File: config.mk
export PLATFORM = sky130hd
export DESIGN_NAME = ps2_key_matrix_flat
export DESIGN_NICKNAME = d
export VERILOG_FILES = /design/src/rtl/ps2_key_matrix_pkg.sv /design/src/rtl/ps2_key_matrix_if.sv /design/src/rtl/ps2_key_matrix_fifo.sv /design/src/rtl/ps2_key_matrix.sv /design/src/flat_wrapper.sv
export SDC_FILE = /design/constraint.sdc
export NUM_CORES = 1
export LEC_CHECK = 0
export BUFFER_PORTS_ARGS = -buffer_cell sky130_fd_sc_hd__buf_4
export CORE_MARGIN = 2
export CORE_UTILIZATION = 66
export DETAILED_ROUTE_END_ITERATION = 7
export GPL_ROUTABILITY_DRIVEN = 0
export PLACE_DENSITY_LB_ADDON = 0.05
export SLEW_MARGIN = 30
export SYNTH_ARGS = -nofsm -noshare
export SYNTH_HDL_FRONTEND = slang
export SYNTH_HIERARCHICAL = 1
export SYNTH_SLANG_ARGS = --single-unit
File: constraint.sdc
create_clock -name clk -period 6.38 [get_ports clk]
set_input_delay 0.957 -clock clk [delete_from_list [all_inputs] [get_ports clk]]
set_output_delay 0.957 -clock clk [all_outputs]
set_load 0.03 [all_outputs]
File: src/rtl/ps2_key_matrix_pkg.sv
// ut88_kbd_pkg: shared types, scancode constants and lookup tables for the
// PS/2 to UT-88 keyboard bridge.
//   kbd_state_t  - prefix decoder states
//   mat_map_t    - {hit, col, row} result of map_matrix()
//   hex_map_t    - {hit, val} result of map_hex()
package ut88_kbd_pkg;

    typedef enum logic [2:0] {
        ST_IDLE,
        ST_BRK,
        ST_EXT,
        ST_EXT_BRK,
        ST_SKIP
    } kbd_state_t;

    localparam logic [7:0] BRK_CODE    = 8'hF0;
    localparam logic [7:0] EXT_CODE    = 8'hE0;
    localparam logic [7:0] PAUSE_CODE  = 8'hE1;
    localparam logic [7:0] ACK_CODE    = 8'hFA;
    localparam logic [7:0] BAT_CODE    = 8'hAA;
    localparam logic [7:0] LSHIFT_CODE = 8'h12;
    localparam logic [7:0] RSHIFT_CODE = 8'h59;
    localparam logic [7:0] CAPS_CODE   = 8'h58;
    localparam logic [2:0] PAUSE_SKIP  = 3'd7;

    typedef struct packed {
        logic       hit;
        logic [2:0] col;
        logic [2:0] row;
    } mat_map_t;

    typedef struct packed {
        logic       hit;
        logic [7:0] val;
    } hex_map_t;

    // Scancode (with E0 flag) to matrix position.
    function automatic mat_map_t map_matrix(input logic ext, input logic [7:0] code);
        mat_map_t m;
        m = '0;
        case ({ext, code})
            9'h045: m = {1'b1, 3'd0, 3'd0};
            9'h016: m = {1'b1, 3'd0, 3'd1};
            9'h01E: m = {1'b1, 3'd0, 3'd2};
            9'h026: m = {1'b1, 3'd0, 3'd3};
            9'h025: m = {1'b1, 3'd0, 3'd4};
            9'h02E: m = {1'b1, 3'd0, 3'd5};
            9'h036: m = {1'b1, 3'd0, 3'd6};
            9'h03D: m = {1'b1, 3'd1, 3'd0};
            9'h03E: m = {1'b1, 3'd1, 3'd1};
            9'h046: m = {1'b1, 3'd1, 3'd2};
            9'h174: m = {1'b1, 3'd7, 3'd0};
            9'h16B: m = {1'b1, 3'd7, 3'd1};
            9'h175: m = {1'b1, 3'd7, 3'd2};
            9'h05A: m = {1'b1, 3'd7, 3'd3};
            9'h172: m = {1'b1, 3'd7, 3'd4};
            9'h066: m = {1'b1, 3'd7, 3'd5};
            9'h029: m = {1'b1, 3'd7, 3'd6};
            default: m = '0;
        endcase
        return m;
    endfunction

    // Scancode to monitor keypad value ('0' is coded as 10h, Esc as 80h).
    function automatic hex_map_t map_hex(input logic [7:0] code);
        hex_map_t h;
        h.hit = 1'b1;
        case (code)
            8'h45: h.val = 8'h10;
            8'h16: h.val = 8'h01;
            8'h1E: h.val = 8'h02;
            8'h26: h.val = 8'h03;
            8'h25: h.val = 8'h04;
            8'h2E: h.val = 8'h05;
            8'h36: h.val = 8'h06;
            8'h3D: h.val = 8'h07;
            8'h3E: h.val = 8'h08;
            8'h46: h.val = 8'h09;
            8'h1C: h.val = 8'h0A;
            8'h32: h.val = 8'h0B;
            8'h21: h.val = 8'h0C;
            8'h23: h.val = 8'h0D;
            8'h24: h.val = 8'h0E;
            8'h2B: h.val = 8'h0F;
            8'h76: h.val = 8'h80;
            default: begin
                h.hit = 1'b0;
                h.val = 8'h00;
            end
        endcase
        return h;
    endfunction

endpackage

File: src/rtl/ps2_key_matrix_if.sv
// ps2_key_matrix_if: bundle between the scancode source / CPU side (master)
// and the keyboard bridge (slave).
//   rx_data/rx_valid  scancode byte + strobe
//   flush             release all keys, empty FIFO
//   col_sel/row_data  active-low matrix scan
//   any_key/shift/caps key state flags
//   key_code/key_valid/key_pop  show-ahead hex FIFO
//   overflow          sticky FIFO drop flag
interface ps2_key_matrix_if #(
    parameter int COLS = 8,
    parameter int ROWS = 7
);
    logic [7:0]      rx_data;
    logic            rx_valid;
    logic            flush;
    logic [COLS-1:0] col_sel;
    logic [ROWS-1:0] row_data;
    logic            any_key;
    logic            shift;
    logic            caps;
    logic [7:0]      key_code;
    logic            key_valid;
    logic            key_pop;
    logic            overflow;

    modport master (
        output rx_data, rx_valid, flush, col_sel, key_pop,
        input  row_data, any_key, shift, caps, key_code, key_valid, overflow
    );

    modport slave (
        input  rx_data, rx_valid, flush, col_sel, key_pop,
        output row_data, any_key, shift, caps, key_code, key_valid, overflow
    );
endinterface

File: src/rtl/ps2_key_matrix_fifo.sv
// kbd_fifo: show-ahead FIFO for monitor keypad codes.
//   clk, rst (async active-low), flush (sync clear)
//   push/din, pop/dout (dout = head, 0 when empty), count, full, empty
// A push while full is accepted only if a pop frees a slot in the same cycle.
module kbd_fifo #(
    parameter int DEPTH  = 4,
    parameter int DATA_W = 8,
    localparam int AW    = $clog2(DEPTH)
) (
    input  logic              clk,
    input  logic              rst,
    input  logic              flush,
    input  logic              push,
    input  logic [DATA_W-1:0] din,
    input  logic              pop,
    output logic [DATA_W-1:0] dout,
    output logic [AW:0]       count,
    output logic              full,
    output logic              empty
);
    logic [DATA_W-1:0] mem [DEPTH];
    logic [AW-1:0]     rd_ptr;
    logic [AW-1:0]     wr_ptr;
    logic              do_push;
    logic              do_pop;

    assign empty   = (count == '0);
    assign full    = (count == (AW+1)'(DEPTH));
    assign do_pop  = pop && !empty;
    assign do_push = push && (!full || do_pop);
    assign dout    = empty ? '0 : mem[rd_ptr];

    always_ff @(posedge clk) begin
        if (do_push && !flush)
            mem[wr_ptr] <= din;
    end

    always_ff @(posedge clk or negedge rst) begin
        if (!rst) begin
            rd_ptr <= '0;
            wr_ptr <= '0;
            count  <= '0;
        end else if (flush) begin
            rd_ptr <= '0;
            wr_ptr <= '0;
            count  <= '0;
        end else begin
            if (do_push) wr_ptr <= wr_ptr + 1'b1;
            if (do_pop)  rd_ptr <= rd_ptr + 1'b1;
            case ({do_push, do_pop})
                2'b10:   count <= count + 1'b1;
                2'b01:   count <= count - 1'b1;
                default: count <= count;
            endcase
        end
    end
endmodule

File: src/rtl/ps2_key_matrix.sv
// ps2_key_matrix: turns the PS/2 scancode stream into the UT-88 key matrix,
// Shift/Caps flags and a hex-key FIFO.
//   clk  system clock
//   rst  asynchronous active-low reset
//   bus  ps2_key_matrix_if.slave (scancodes in, matrix/flags/FIFO out)
module ps2_key_matrix
    import ut88_kbd_pkg::*;
#(
    parameter int COLS       = 8,
    parameter int ROWS       = 7,
    parameter int FIFO_DEPTH = 4
) (
    input logic             clk,
    input logic             rst,
    ps2_key_matrix_if.slave bus
);
    localparam int CNT_W = $clog2(FIFO_DEPTH) + 1;

    kbd_state_t                 state, state_nx;
    logic [2:0]                 skip_cnt, skip_nx;
    logic                       rx_ignore;
    logic                       ev_vld_p0, ev_make_p0, ev_ext_p0;
    logic [7:0]                 ev_code_p0;
    mat_map_t                   mm;
    hex_map_t                   hx;
    logic                       mat_we;
    logic [COLS-1:0][ROWS-1:0]  mat;
    logic                       shift_l, shift_r, caps_q, caps_held;
    logic                       fifo_push, fifo_full, fifo_empty, overflow_q;
    logic [7:0]                 fifo_dout;
    logic [CNT_W-1:0]           fifo_count;
    logic [ROWS-1:0]            row_nx, row_p1;
    logic                       row_hit;

    // ACK/BAT bytes from the keyboard are transparent, except inside Pause.
    assign rx_ignore = ((bus.rx_data == ACK_CODE) || (bus.rx_data == BAT_CODE))
                       && (state != ST_SKIP);

    always_ff @(posedge clk or negedge rst) begin
        if (!rst) begin
            state    <= ST_IDLE;
            skip_cnt <= '0;
        end else begin
            state    <= state_nx;
            skip_cnt <= skip_nx;
        end
    end

    always_comb begin
        state_nx = state;
        skip_nx  = skip_cnt;
        if (bus.flush) begin
            state_nx = ST_IDLE;
            skip_nx  = '0;
        end else if (bus.rx_valid && !rx_ignore) begin
            case (state)
                ST_IDLE: begin
                    if (bus.rx_data == BRK_CODE)
                        state_nx = ST_BRK;
                    else if (bus.rx_data == EXT_CODE)
                        state_nx = ST_EXT;
                    else if (bus.rx_data == PAUSE_CODE) begin
                        state_nx = ST_SKIP;
                        skip_nx  = PAUSE_SKIP;
                    end
                end
                ST_EXT:     state_nx = (bus.rx_data == BRK_CODE) ? ST_EXT_BRK : ST_IDLE;
                ST_BRK:     state_nx = ST_IDLE;
                ST_EXT_BRK: state_nx = ST_IDLE;
                ST_SKIP: begin
                    skip_nx = skip_cnt - 3'd1;
                    if (skip_cnt <= 3'd1)
                        state_nx = ST_IDLE;
                end
                default:    state_nx = ST_IDLE;
            endcase
        end
    end

    always_comb begin
        ev_vld_p0  = 1'b0;
        ev_make_p0 = 1'b0;
        ev_ext_p0  = 1'b0;
        ev_code_p0 = bus.rx_data;
        if (bus.rx_valid && !bus.flush && !rx_ignore) begin
            case (state)
                ST_IDLE: begin
                    if ((bus.rx_data != BRK_CODE) && (bus.rx_data != EXT_CODE)
                        && (bus.rx_data != PAUSE_CODE)) begin
                        ev_vld_p0  = 1'b1;
                        ev_make_p0 = 1'b1;
                    end
                end
                ST_EXT: begin
                    if (bus.rx_data != BRK_CODE) begin
                        ev_vld_p0  = 1'b1;
                        ev_make_p0 = 1'b1;
                        ev_ext_p0  = 1'b1;
                    end
                end
                ST_BRK:     ev_vld_p0 = 1'b1;
                ST_EXT_BRK: begin
                    ev_vld_p0 = 1'b1;
                    ev_ext_p0 = 1'b1;
                end
                default: ;
            endcase
        end
    end

    // ---- stage p0: decoded event updates key state ----
    assign mm     = map_matrix(ev_ext_p0, ev_code_p0);
    assign hx     = map_hex(ev_code_p0);
    assign mat_we = ev_vld_p0 && mm.hit && (int'(mm.col) < COLS) && (int'(mm.row) < ROWS);

    always_ff @(posedge clk or negedge rst) begin
        if (!rst)
            mat <= '0;
        else if (bus.flush)
            mat <= '0;
        else if (mat_we) begin
            for (int c = 0; c < COLS; c++)
                for (int r = 0; r < ROWS; r++)
                    if ((c == int'(mm.col)) && (r == int'(mm.row)))
                        mat[c][r] <= ev_make_p0;
        end
    end

    // caps_held suppresses re-toggling on typematic repeats of Caps Lock.
    always_ff @(posedge clk or negedge rst) begin
        if (!rst) begin
            shift_l   <= 1'b0;
            shift_r   <= 1'b0;
            caps_q    <= 1'b0;
            caps_held <= 1'b0;
        end else if (bus.flush) begin
            shift_l   <= 1'b0;
            shift_r   <= 1'b0;
            caps_held <= 1'b0;
        end else if (ev_vld_p0 && !ev_ext_p0) begin
            case (ev_code_p0)
                LSHIFT_CODE: shift_l <= ev_make_p0;
                RSHIFT_CODE: shift_r <= ev_make_p0;
                CAPS_CODE: begin
                    if (ev_make_p0) begin
                        if (!caps_held)
                            caps_q <= ~caps_q;
                        caps_held <= 1'b1;
                    end else begin
                        caps_held <= 1'b0;
                    end
                end
                default: ;
            endcase
        end
    end

    assign fifo_push = ev_vld_p0 && ev_make_p0 && !ev_ext_p0 && hx.hit;

    kbd_fifo #(
        .DEPTH  (FIFO_DEPTH),
        .DATA_W (8)
    ) u_fifo (
        .clk   (clk),
        .rst   (rst),
        .flush (bus.flush),
        .push  (fifo_push),
        .din   (hx.val),
        .pop   (bus.key_pop),
        .dout  (fifo_dout),
        .count (fifo_count),
        .full  (fifo_full),
        .empty (fifo_empty)
    );

    always_comb begin
        assert (fifo_count <= CNT_W'(FIFO_DEPTH));
    end

    always_ff @(posedge clk or negedge rst) begin
        if (!rst)
            overflow_q <= 1'b0;
        else if (fifo_push && fifo_full && !bus.key_pop)
            overflow_q <= 1'b1;
    end

    // ---- stage p1: registered row readback ----
    always_comb begin
        row_nx  = '1;
        row_hit = 1'b0;
        for (int r = 0; r < ROWS; r++) begin
            row_hit = 1'b0;
            for (int c = 0; c < COLS; c++)
                row_hit = row_hit | (mat[c][r] & ~bus.col_sel[c]);
            row_nx[r] = ~row_hit;
        end
    end

    always_ff @(posedge clk or negedge rst) begin
        if (!rst)
            row_p1 <= '1;
        else
            row_p1 <= row_nx;
    end

    assign bus.row_data  = row_p1;
    assign bus.any_key   = |mat;
    assign bus.shift     = shift_l | shift_r;
    assign bus.caps      = caps_q;
    assign bus.key_code  = fifo_dout;
    assign bus.key_valid = !fifo_empty;
    assign bus.overflow  = overflow_q;
endmodule
File: src/flat_wrapper.sv
// flat-port wrapper written by rule: the top's interface ports become plain ports
module ps2_key_matrix_flat import ut88_kbd_pkg::*;
#(
    parameter int COLS       = 8,
    parameter int ROWS       = 7,
    parameter int FIFO_DEPTH = 4
)
  (clk, rst, bus_rx_data, bus_rx_valid, bus_flush, bus_col_sel, bus_key_pop, bus_row_data, bus_any_key, bus_shift, bus_caps, bus_key_code, bus_key_valid, bus_overflow);
  ps2_key_matrix_if #(.COLS(COLS), .ROWS(ROWS)) bus_i ();
  input logic clk;
  input logic rst;
  input wire logic [$bits(bus_i.rx_data)-1:0] bus_rx_data;
  input wire logic [$bits(bus_i.rx_valid)-1:0] bus_rx_valid;
  input wire logic [$bits(bus_i.flush)-1:0] bus_flush;
  input wire logic [$bits(bus_i.col_sel)-1:0] bus_col_sel;
  input wire logic [$bits(bus_i.key_pop)-1:0] bus_key_pop;
  output wire logic [$bits(bus_i.row_data)-1:0] bus_row_data;
  output wire logic [$bits(bus_i.any_key)-1:0] bus_any_key;
  output wire logic [$bits(bus_i.shift)-1:0] bus_shift;
  output wire logic [$bits(bus_i.caps)-1:0] bus_caps;
  output wire logic [$bits(bus_i.key_code)-1:0] bus_key_code;
  output wire logic [$bits(bus_i.key_valid)-1:0] bus_key_valid;
  output wire logic [$bits(bus_i.overflow)-1:0] bus_overflow;
  assign bus_i.rx_data = bus_rx_data;
  assign bus_i.rx_valid = bus_rx_valid;
  assign bus_i.flush = bus_flush;
  assign bus_i.col_sel = bus_col_sel;
  assign bus_i.key_pop = bus_key_pop;
  assign bus_row_data = bus_i.row_data;
  assign bus_any_key = bus_i.any_key;
  assign bus_shift = bus_i.shift;
  assign bus_caps = bus_i.caps;
  assign bus_key_code = bus_i.key_code;
  assign bus_key_valid = bus_i.key_valid;
  assign bus_overflow = bus_i.overflow;
  ps2_key_matrix #(.COLS(COLS), .ROWS(ROWS), .FIFO_DEPTH(FIFO_DEPTH)) u_core (.clk(clk), .rst(rst), .bus(bus_i));
endmodule
==> flow_summary.toml, run 1 <==
[status]
outcome = "completed"

[setup_path]
end_kind = "flop"
criticalPathCategory = "in -> reg"
worstPathArrival_ps = 4150
cp_max_fo = 26
worstSetupStartpointType = "primary input"
crit_required_ps = 6650
reg2reg_depth = 9

[synthesis]
synth_edf_count = 32
async_reset_ff_frac = 0.628
synthTopCellsByArea = "dfrtp_1 (23%), edfxtp_1 (19%), dfstp_2 (3.6%)"
synthesis.instances = 499
yosys_register_bits = 86
synth_seq_area_share = 0.449
synth_area_per_cell_sq_um = 10.4
synthesis.area_sq_um = 5170
synth_top_area_share = 0.228
yosysMostFrequentCell = "dfrtp_1"
synth_top_cell_by_area = "dfrtp_1"
ys_types = 88
yosysWarnings = 6
synthFlopType = "dfrtp_1"
synth_common_cells = "dfrtp_1 (47), inv_1 (40), edfxtp_1 (32), nor2_1 (32), nand2b_1 (29)"

[layout]
area_growth_pct = 10.4
nNetsFinal = 553
drive_above_1_share = 0.192
utilization = 0.746
antenna_cells_inserted = 0
stdcell_area_sq_um = 5710
fillers = 524

[sta]
layout_min_cycle_time_ps = 3880
rsz0062_at_grt = "no"
finClkSkew_ps = 11.9
tightestPinTransition_ps = 763
fin_crit_sh = 0.608
hold_violations = 0
maxSlewViolCount = 0
relSlewSlack = 0.485
finalSetupViolCount = 0
setup_slack_ps = 2500
max_freq_mhz = 258
fin_tns_setup_ps = 0

[placed_design]
dp_hpwl_mm = 8.14
post_dp_cell_area_sq_um = 5470
dp_slack_ps = 1790
portBuffers = 40

[routing]
vias = 4083
ant_nets = 0
drt-vias-per-instance = 6.46
drc = 0
drtIter0Drc = 313
wl_mm = 11.5
first_pass_iters = 5
wire_per_inst_um = 18.3

[clock_network]
cts_hold_buffers = 0
root_buffer = "clkbuf_8"
clk_latency_ps = 360
path_clk_slew_ps = 90
cts_sinks = 86
max-clock-path-buffers = 2
cts_setup_buffers = 0
cts_resized = 0
h-tree-depth = 3
cts_tree = "done"
cts_buffers = 9

[power]
p_leak_nw = 2.18
ir_drop_uv = 120
power.density_nw_per_um2 = 195
power_mw = 1.11

[floorplanning]
pin_count = 41
rows = 32
dieArea_sq_um = 8560
dieWidth_um = 92.5
core_area_sq_um = 7650
die_h_um = 92.5
start_util = 0.676

[min_path]
hold_depth = 1
min_path_type = "reg -> reg"

[global_routing]
grt_pass1_vias = 3780
antenna_found_initial = 0
track_usage = 0.277
grt_pass1_wl_mm = 18.4
overflow = 0
grt_max_degree = 55

[flow_run]
cap_violations = 0
==> power by group <==
part	leakage [nW]	switching (mW)	internal [mW]
Combinational	1.03	0.0737	0.0395
Clock	0.112	0.199	0.218
Sequential	1.03	0.00433	0.575
Total	2.18	0.277	0.833
==> stage by stage <==
step / cells / hold WS, ps
6_report: 632 / 493
5_1_grt: 632 / 496
4_1_cts: 632 / 488
3_5_place_dp: 616 / 472
3_3_place_gp: 616 / 456
2_1_floorplan: 506 / 456
==> worst paths after layout <==
kind | slack, ps | to | startpoint
min | 490 | u_core/bus.caps$_DFFE_PN0P_ | u_core/bus.caps$_DFFE_PN0P_
max in group asynchronous | 5310 | u_core/skip_cnt[2]$_DFFE_PN0P_ | rst
max reg2reg | 2690 | u_core/u_fifo/count[2]$_DFFE_PN0P_ | u_core/state[1]$_DFFE_PN0P_
min reg2reg | 490 | u_core/bus.caps$_DFFE_PN0P_ | u_core/bus.caps$_DFFE_PN0P_
max | 2500 | u_core/u_fifo/count[2]$_DFFE_PN0P_ | bus_rx_data[2]
min in group asynchronous | 620 | u_core/u_fifo/rd_ptr[0]$_DFFE_PN0P_ | rst
==> critical path, cell delays in order <==
cell      delay (ps)
buf_4            240
and4bb_2         300
a31o_2           270
or3_1            380
a31oi_2          500
nor3b_1          170
fa_1             460
or3b_1           390
or3_1            310
a31oi_1          160
==> registers in the layout (all words and copies together) (netlist names) <==
name,flops
u_core/shift_r,1
u_core/skip_cnt,3
u_core/u_fifo/wr_ptr,2
u_core/bus.overflow,1
u_core/mat,29
u_core/u_fifo/mem,32
u_core/state,3
u_core/u_fifo/rd_ptr,2
u_core/shift_l,1
u_core/caps_held,1
u_core/u_fifo/count,3
u_core/bus.caps,1
u_core/bus.row_data,7
==> area by class of cell <==
class                           count  area, sq um  area share
Multi-Input combinational cell    348         2580       0.453
Sequential cell                    86         2320       0.407
Inverter                           40          150      0.0263
Clock buffer                       11          163      0.0285
Timing Repair Buffer               40          300      0.0526
Clock inverter                      5         61.3      0.0107
Tap cell                          102          128      0.0224
==> routing by layer <==
| layer | part of all wire | vias up | track usage |
|---|---|---|---|
| li1 | - | 1895 | - |
| met1 | 0.44 | 1979 | 0.400 |
| met2 | 0.47 | 183 | 0.422 |
| met3 | 0.074 | 26 | 0.0513 |
| met4 | 0.023 | 0 | 0.103 |
| met5 | 0 | - | 0 |
==> cell families (layout without fill, tap and decap cells) <==
group           after synthesis  after routing  synth area share
fa+ha+maj                     7              7            0.0184
flops                        86             86             0.449
simple gates                203            203             0.244
mux                          27             27            0.0729
xor+xnor                      6              6            0.0102
other cells                   1              8          0.000726
compound gates               97             97             0.143
buf+inv                      72             96            0.0615
==> cells in the final DEF (no fill, tap or decap), types with 16 or more instances in the layout <==
| cell type | n |
|---|---|
| nand2_1 | 17 |
| dfrtp_1 | 47 |
| nor2_1 | 32 |
| o22ai_1 | 16 |
| mux2i_1 | 17 |
| edfxtp_1 | 32 |
| nand2b_1 | 29 |
| nor3_1 | 18 |
| inv_1 | 40 |
| buf_4 | 40 |
Note: power is estimated with default switching activity, not from simulation.
==> run 2, diff against run 1 <==
--- a/config.mk
+++ b/config.mk
@@ -7,7 +7,7 @@
 export LEC_CHECK = 0
 export BUFFER_PORTS_ARGS = -buffer_cell sky130_fd_sc_hd__buf_4
 export CORE_MARGIN = 2
-export CORE_UTILIZATION = 66
+export CORE_UTILIZATION = 61
 export DETAILED_ROUTE_END_ITERATION = 7
 export GPL_ROUTABILITY_DRIVEN = 0
 export PLACE_DENSITY_LB_ADDON = 0.05
==> constraint.sdc (replaced) <==
create_clock -name clk -period 4 [get_ports clk]
set_input_delay 0.6 -clock clk [delete_from_list [all_inputs] [get_ports clk]]
set_output_delay 0.6 -clock clk [all_outputs]
set_load 0.03 [all_outputs]
==> run 2 against run 1 <==
Against the previous run:
- total power is 56% higher
- design area rose by 0.13%
- first-iteration DRC count down 39%
- die area grew 7.8%
- highest routed layer unchanged
==> flow_summary.toml, run 2 (same netlist as run 1, synthesis figures left out) <==
[status]
outcome = "completed"

[routing]
first_pass_iters = 5
wl_mm = 11.4
drc = 0
vias = 4054
wire_per_inst_um = 17.8
drt-vias-per-instance = 6.32
drtIter0Drc = 190
ant_nets = 0

[sta]
finalSetupViolCount = 0
layout_min_cycle_time_ps = 3400
rsz0062_at_grt = "no"
fin_crit_sh = 0.851
relSlewSlack = 0.459
tightestPinTransition_ps = 804
maxSlewViolCount = 0
hold_violations = 0
setup_slack_ps = 596
max_freq_mhz = 294
fin_hold_ws_ps = 283
finClkSkew_ps = 14.8
fin_tns_setup_ps = 0

[global_routing]
track_usage = 0.261
met1_usage = 0.372
grt_pass1_vias = 3751
grt_max_degree = 55
overflow = 0
busiest_layer = "met2"
use_met2 = 0.410
grt_pass1_wl_mm = 18.4
grt_use_met3 = 0.0384
antenna_found_initial = 0

[placed_design]
post_dp_cell_area_sq_um = 5500
dp_slack_ps = 386
portBuffers = 40
placed_cells = 625
dp_hpwl_mm = 7.93

[power]
power_mw = 1.73
power.density_nw_per_um2 = 303
ir_drop_uv = 175
p_leak_nw = 2.20

[setup_path]
critical-path-top-delay-family = "simple AND/OR/NAND/NOR gates"
crit_top_cell = "or3_1"
cp_max_fo = 12
worstPathArrival_ps = 3660
crit_buf_inv = 0
worst_path_max_delay_cell = "dfrtp_1"
end_kind = "flop"
crit_chain = "or3_1 > a31o_2 > or3_1 > a31oi_1 > nor3b_1 > fa_1 > or3b_1 > or3_1 > a31oi_1"
max_stage_delay_ps = 540
criticalPathCategory = "reg -> reg"
worstSetupStartpointType = "flop"
crit_required_ps = 4260

[layout]
finalNonFillerCells = 641
area_growth_pct = 10.5
mostFrequentLayoutCells = "dfrtp_1 (47), buf_4 (46), inv_1 (40), nor2_1 (32), edfxtp_1 (32)"
utilization = 0.695
top_register = "u_core/u_fifo/mem"
nNetsFinal = 559
drive_above_1_share = 0.188
mostFrequentLayoutCell = "dfrtp_1"
antenna_cells_inserted = 0
largest_reg_flops = 32
stdcell_area_sq_um = 5710

[floorplanning]
dieArea_sq_um = 9230
pin_count = 41
core_area_sq_um = 8220
rows = 33
die_h_um = 96.1
dieWidth_um = 96.1
start_util = 0.629

[min_path]
min_path_type = "in -> async"

[clock_network]
cts_hold_buffers = 0
cts_buffers = 9
max-clock-path-buffers = 2
path_clk_slew_ps = 90
clk_latency_ps = 350
cts_setup_buffers = 0
cts_tree = "done"
h-tree-depth = 3
root_buffer = "clkbuf_8"
cts_resized = 0
cts_sinks = 86

[flow_run]
cap_violations = 0
-- run 2: cell type report --
| cell class | instances | area, sq um |
|---|---|---|
| Fill cell | 647 | 2500 |
| Clock buffer | 12 | 156 |
| Tap cell | 105 | 131 |
| Sequential cell | 86 | 2320 |
| Inverter | 40 | 150 |
| Multi-Input combinational cell | 348 | 2560 |
| Timing Repair Buffer | 46 | 345 |
| Clock inverter | 4 | 52.6 |
-- run 2: where the power goes --
group	total (mW)	internal, mW	switching, mW	leakage [nW]
clock network	0.627	0.330	0.297	0.103
logic	0.180	0.0636	0.116	1.06
registers	0.923	0.918	0.00592	1.03
-- run 2: worst paths after layout --
check | start | to | slack (ps) | cells after the start
max | u_core/state[1]$_DFFE_PN0P_ | u_core/u_fifo/count[2]$_DFFE_PN0P_ | 600 | 9
min | rst | u_core/u_fifo/wr_ptr[0]$_DFFE_PN0P_ | 280 | 1
min reg2reg | u_core/bus.caps$_DFFE_PN0P_ | u_core/bus.caps$_DFFE_PN0P_ | 480 | 1
min in group clk | u_core/bus.caps$_DFFE_PN0P_ | u_core/bus.caps$_DFFE_PN0P_ | 480 | 1
max reg2reg | u_core/state[1]$_DFFE_PN0P_ | u_core/u_fifo/count[2]$_DFFE_PN0P_ | 600 | 9
max in group asynchronous | rst | u_core/mat[49]$_DFFE_PN0P_ | 3260 | 1
-- run 2: routing by layer --
layer / part of all wire / wire length, um
met3: 0.057 / 649
met2: 0.46 / 5310
met1: 0.45 / 5180
met4: 0.026 / 302
met5: 0 / 0
-- run 2: worst register-to-register path, stage by stage (launching register included) --
cell     delay [ps]
dfrtp_1         540
or3_1           430
a31o_2          260
or3_1           360
a31oi_1         260
nor3b_1         120
fa_1            470
or3b_1          390
or3_1           310
a31oi_1         180
